[src/rtl/prio_enc_pkg.sv]
// Shared types for the pipelined priority encoder.
package prio_enc_pkg;

  typedef enum logic {
    LSB_FIRST = 1'b0,
    MSB_FIRST = 1'b1
  } enc_mode_e;

endpackage

[src/rtl/prio_find.sv]
// Combinational priority search: winning index plus zero / multi-hot flags.
module prio_find
  import prio_enc_pkg::*;
#(
  parameter int unsigned N = 8,
  parameter int unsigned W = $clog2(N)
) (
  input  logic [N-1:0] vec,
  input  enc_mode_e    mode,
  output logic [W-1:0] idx,
  output logic         zero,
  output logic         multi
);

  // The scan runs toward the preferred end so the last hit is the winner.
  always_comb begin
    idx = '0;
    if (mode == LSB_FIRST) begin
      for (int i = N - 1; i >= 0; i--) begin
        if (vec[i]) idx = W'(i);
      end
    end else begin
      for (int i = 0; i < N; i++) begin
        if (vec[i]) idx = W'(i);
      end
    end
  end

  assign zero  = ~|vec;
  // Clearing the lowest set bit leaves something only if two or more bits were set.
  assign multi = |(vec & (vec - N'(1)));

endmodule

[src/rtl/prio_encoder_pipe.sv]
// One-stage valid/ready priority encoder with a saturating multi-hot error counter.
module prio_encoder_pipe
  import prio_enc_pkg::*;
#(
  parameter int unsigned N     = 8,
  parameter int unsigned CNT_W = 8,
  localparam int unsigned W    = $clog2(N)
) (
  input  logic             clk,
  input  logic             rst_n,
  input  logic             in_valid,
  output logic             in_ready,
  input  logic [N-1:0]     din,
  input  logic             mode,
  output logic             out_valid,
  input  logic             out_ready,
  output logic [W-1:0]     dout,
  output logic             out_zero,
  output logic             out_multi,
  output logic [CNT_W-1:0] err_cnt
);

  localparam logic [CNT_W-1:0] CntMax = '1;

  logic [W-1:0]     find_idx;
  logic             find_zero;
  logic             find_multi;
  logic             accept;

  logic             out_valid_q;
  logic [W-1:0]     dout_q;
  logic             out_zero_q;
  logic             out_multi_q;
  logic [CNT_W-1:0] err_cnt_q;

  prio_find #(
    .N(N),
    .W(W)
  ) u_find (
    .vec  (din),
    .mode (enc_mode_e'(mode)),
    .idx  (find_idx),
    .zero (find_zero),
    .multi(find_multi)
  );

  assign in_ready = !out_valid_q || out_ready;
  assign accept   = in_valid && in_ready;

  always_ff @(posedge clk or negedge rst_n) begin
    if (!rst_n) begin
      out_valid_q <= 1'b0;
      dout_q      <= '0;
      out_zero_q  <= 1'b0;
      out_multi_q <= 1'b0;
      err_cnt_q   <= '0;
    end else begin
      if (accept) begin
        out_valid_q <= 1'b1;
        dout_q      <= find_idx;
        out_zero_q  <= find_zero;
        out_multi_q <= find_multi;
      end else if (out_ready) begin
        out_valid_q <= 1'b0;
      end
      if (accept && find_multi && (err_cnt_q != CntMax)) begin
        err_cnt_q <= err_cnt_q + 1'b1;
      end
    end
  end

  assign out_valid = out_valid_q;
  assign dout      = dout_q;
  assign out_zero  = out_zero_q;
  assign out_multi = out_multi_q;
  assign err_cnt   = err_cnt_q;

endmodule

[config.mk]
export PLATFORM = sky130hd
export DESIGN_NAME = prio_encoder_pipe
export DESIGN_NICKNAME = d
export VERILOG_FILES = /design/src/rtl/prio_enc_pkg.sv /design/src/rtl/prio_find.sv /design/src/rtl/prio_encoder_pipe.sv
export SDC_FILE = /design/constraint.sdc
export NUM_CORES = 1
export LEC_CHECK = 0
export BUFFER_PORTS_ARGS = -buffer_cell sky130_fd_sc_hd__buf_2
export CAP_MARGIN = 15
export CORE_MARGIN = 2
export CORE_UTILIZATION = 50
export DETAILED_ROUTE_END_ITERATION = 8
export GPL_ROUTABILITY_DRIVEN = 0
export PLACE_DENSITY_LB_ADDON = 0.1
export SLEW_MARGIN = 25
export SYNTH_ARGS = -nofsm -noshare
export SYNTH_HDL_FRONTEND = slang
export SYNTH_HIERARCHICAL = 1
export SYNTH_SLANG_ARGS = --single-unit
export TNS_END_PERCENT = 20
[constraint.sdc]
create_clock -name clk -period 2.36 [get_ports clk]
set_input_delay 0.472 -clock clk [delete_from_list [all_inputs] [get_ports clk]]
set_output_delay 0.472 -clock clk [all_outputs]
set_load 0.05 [all_outputs]
==> metrics.txt <==
# TYPE chip_impl_metric gauge
chip_impl_info{name="status",value="completed"} 1
chip_impl_metric{name="route.vias.total",unit=""} 747
chip_impl_metric{name="wl_per_cell",unit="um"} 13.7
chip_impl_metric{name="drtIter0Drc",unit=""} 13
chip_impl_metric{name="postSynthNetCount",unit=""} 99
chip_impl_info{name="tritoncts",value="built"} 1
chip_impl_metric{name="worst-path-max-fanout",unit=""} 9
chip_impl_metric{name="first_pass_iteration_count_of_the_detailed_router",unit=""} 4
chip_impl_metric{name="synthesis.yosys.warnings",unit=""} 6
chip_impl_metric{name="grt_pass1_vias",unit=""} 688
chip_impl_metric{name="cpPeakStageDelay",unit="ps"} 430
chip_impl_info{name="crit_slowest_cell",value="o32ai_1"} 1
chip_impl_metric{name="grt_antenna_before_repair",unit=""} 0
chip_impl_metric{name="vdd_drop_max",unit="mV"} 0.765
chip_impl_metric{name="nNetsFinal",unit=""} 131
chip_impl_info{name="worstPathCellList",value="buf_2 > nor4_4 > o211a_1 > o32ai_1 > nand3_4 > nor4_1 > mux2_2"} 1
chip_impl_metric{name="die_h",unit="um"} 45.3
chip_impl_metric{name="clock-skew-final",unit="ps"} 0.737
chip_impl_metric{name="drt-total-wl",unit="mm"} 1.79
chip_impl_metric{name="postSynthAreaPerCell",unit="um2"} 10.0
chip_impl_metric{name="hold_ws",unit="ps"} 69.7
chip_impl_metric{name="die-area",unit="um2"} 2050
chip_impl_metric{name="relative_slew_slack",unit=""} 0.671
chip_impl_metric{name="fp-row-count",unit=""} 14
chip_impl_metric{name="cap_violations",unit=""} 0
chip_impl_metric{name="dpl.hpwl",unit="mm"} 1.42
chip_impl_metric{name="clk_pin_slew_worst_paths",unit="ps"} 80
chip_impl_metric{name="drt_drc_violations_left",unit=""} 0
chip_impl_metric{name="grt_max_degree",unit=""} 15
chip_impl_metric{name="finish.instance_area",unit="um2"} 1030
chip_impl_metric{name="proportion_of_synthesized_chip_area_in_sequential_cells",unit=""} 0.411
chip_impl_metric{name="overflow",unit=""} 0
chip_impl_metric{name="finalWorstPathRequiredPeriod",unit="ps"} 2020
chip_impl_metric{name="io_pins",unit=""} 28
chip_impl_metric{name="cts_buffers",unit=""} 3
chip_impl_info{name="kind_of_capture_point_of_the_worst_setup_path",value="flip-flop"} 1
chip_impl_metric{name="grt_first_pass_wirelength",unit="mm"} 3.02
chip_impl_metric{name="finalSetupTns",unit="ps"} 0
chip_impl_metric{name="antennaDiodeCount",unit=""} 0
chip_impl_metric{name="final.setup.worst_slack",unit="ps"} 336
chip_impl_metric{name="ctsLongestPathBuffers",unit=""} 2
chip_impl_info{name="unrepaired_setup_endpoints_after_global_routing",value="no"} 1
chip_impl_metric{name="combined_area_of_all_synthesized_cells",unit="um2"} 852
chip_impl_metric{name="groute.usage.overall",unit=""} 0.203
chip_impl_metric{name="p_leak",unit="nW"} 0.481
chip_impl_metric{name="clkLatencyLatePin",unit="ps"} 280
chip_impl_metric{name="fp.dieW",unit="um"} 45.3
chip_impl_metric{name="pwr_density_cell",unit="nW/um2"} 1060
chip_impl_metric{name="placedCellCount",unit=""} 128
chip_impl_metric{name="timing.critical_path.required",unit="ps"} 2530
chip_impl_metric{name="detailedPlace.worstSlack",unit="ps"} 47.0
chip_impl_metric{name="placedInstanceArea",unit="um2"} 1010
chip_impl_metric{name="yosys_register_bits",unit=""} 14
chip_impl_metric{name="fmaxAchievable",unit="GHz"} 0.494
chip_impl_metric{name="timing.critical_path.arrival",unit="ps"} 2190
chip_impl_metric{name="final_antenna_net_count",unit=""} 0
chip_impl_metric{name="h-tree-depth",unit=""} 1
chip_impl_info{name="timing_worst_setup_path_type",value="input port to flip-flop"} 1
chip_impl_metric{name="placement.io_buffers",unit=""} 27
chip_impl_metric{name="report.final.hold_viol_count",unit=""} 0
chip_impl_metric{name="clock-sinks",unit=""} 14
chip_impl_info{name="ctsRootBufferMaster",value="clkbuf_4"} 1
chip_impl_info{name="origin_of_the_critical_flop_to_flop_path",value="err_cnt[0]"} 1
chip_impl_info{name="min_path_type",value="input port to asynchronous set/reset pin"} 1
chip_impl_metric{name="post_synth_num_cell_types",unit=""} 34
chip_impl_metric{name="vias_per_cell",unit=""} 5.70
chip_impl_metric{name="cts_resized",unit=""} 0
chip_impl_metric{name="placeableCoreArea",unit="um2"} 1560
chip_impl_metric{name="instances_no_fill",unit=""} 131
chip_impl_metric{name="worst_slew_pin_slew",unit="ps"} 492
chip_impl_metric{name="cts_hold_repair.buffers",unit=""} 0
chip_impl_metric{name="report.final.slew_viol_count",unit=""} 0
chip_impl_metric{name="setup-violations-final",unit=""} 0
chip_impl_info{name="crit_path_start_kind",value="input port"} 1
chip_impl_metric{name="cts.repair_timing.setup_buffer_count",unit=""} 0
chip_impl_metric{name="drive_above_1_share",unit=""} 0.391
chip_impl_metric{name="netlist_instances",unit=""} 85
chip_impl_info{name="critPathLaunch",value="din[2]"} 1
chip_impl_metric{name="start_util",unit=""} 0.547
chip_impl_metric{name="area_growth_syn_to_layout",unit="%"} 20.9
chip_impl_metric{name="period_share",unit=""} 0.858
==> report_power, final <==
group,total (mW),leakage [nW],switching (mW),internal (mW)
Combinational,0.549,0.302,0.396,0.154
Clock,0.135,0.0138,0.0759,0.0592
Sequential,0.403,0.166,0.0909,0.312
Total,1.09,0.481,0.562,0.525
==> layout make-up <==
cell class / count / area [um2]
clock buffer: 3 / 22.5
sequential: 14 / 350
timing repair buffer: 27 / 135
fill: 141 / 529
inverter: 4 / 15.0
tap: 16 / 20.0
multi-input combinational: 67 / 487
==> metrics by stage <==
stage	power, mW	util
after detailed placement	0.956	0.646
after global placement	0.943	0.646
final	1.09	0.661
after floorplan	0.808	-
after global routing	1.15	0.661
after CTS	1.09	0.661
==> Yosys cell counts, drive strengths merged <==
cell / count / share of area
a211oi: 1 / 0.015
a21oi: 7 / 0.041
a22o: 1 / 0.010
a31oi: 1 / 0.0073
a41oi: 1 / 0.010
and2: 1 / 0.0088
and4: 1 / 0.010
dfrtp: 14 / 0.41
ha: 1 / 0.015
inv: 4 / 0.018
maj3: 1 / 0.012
mux2: 7 / 0.097
nand2: 8 / 0.038
nand2b: 2 / 0.023
nand3: 5 / 0.050
nor2: 8 / 0.035
nor3: 5 / 0.035
nor4: 4 / 0.047
o211a: 1 / 0.012
o21ai: 3 / 0.018
o31a: 1 / 0.010
o31ai: 2 / 0.018
o32ai: 1 / 0.010
or3: 1 / 0.0073
or3b: 1 / 0.010
xnor2: 1 / 0.010
xor2: 2 / 0.021
==> registers in the layout, indices dropped and copies added, names as in the netlist <==
name	cells
dout	3
out_valid	1
out_multi	1
out_zero	1
err_cnt	8
==> critical path: cells and delay by family <==
kind	cells	cell delay, ps
buffers and inverters	1	170
multiplexers	1	360
AO/OA/AOI/OAI	2	630
AND/OR/NAND/NOR	3	560
==> layout by cell type (no fill, tap or decap), drive strengths merged, types with 2 or more instances in the layout <==
cell / count
buf: 27
dfrtp: 14
nor2: 8
nand2: 8
a21oi: 7
mux2: 7
nor3: 5
nand3: 5
inv: 4
nor4: 4
o21ai: 3
clkbuf: 3
xor2: 2
o31ai: 2
nand2b: 2
==> metal layers <==
layer,track usage,routed length (um)
met1,0.286,893
met2,0.323,805
met3,0.0480,92
met4,0.0353,0
met5,0,0
==> worst paths after layout <==
path	depth (start not counted)	to	slack [ps]
max in group asynchronous	1	out_zero	2060
worst min register to register	2	out_multi	500
worst min-delay path	1	err_cnt[3]	70
worst max register to register	5	err_cnt[1]	820
min in group clk	2	out_valid	470
worst max-delay path	7	err_cnt[7]	340
==> logic make-up (layout without fill, tap and decap cells) <==
| family | count (synthesis) | count (layout) | synth area share |
|---|---|---|---|
| flip-flops | 14 | 14 | 0.411 |
| buffers and inverters | 4 | 34 | 0.0176 |
| multiplexers | 7 | 7 | 0.0969 |
| adder cells (fa/ha/maj) | 2 | 2 | 0.0264 |
| XOR/XNOR | 3 | 3 | 0.0308 |
| AND/OR/NAND/NOR | 36 | 36 | 0.266 |
| AO/OA/AOI/OAI | 19 | 19 | 0.151 |
Note: power is estimated with default switching activity, not from simulation.
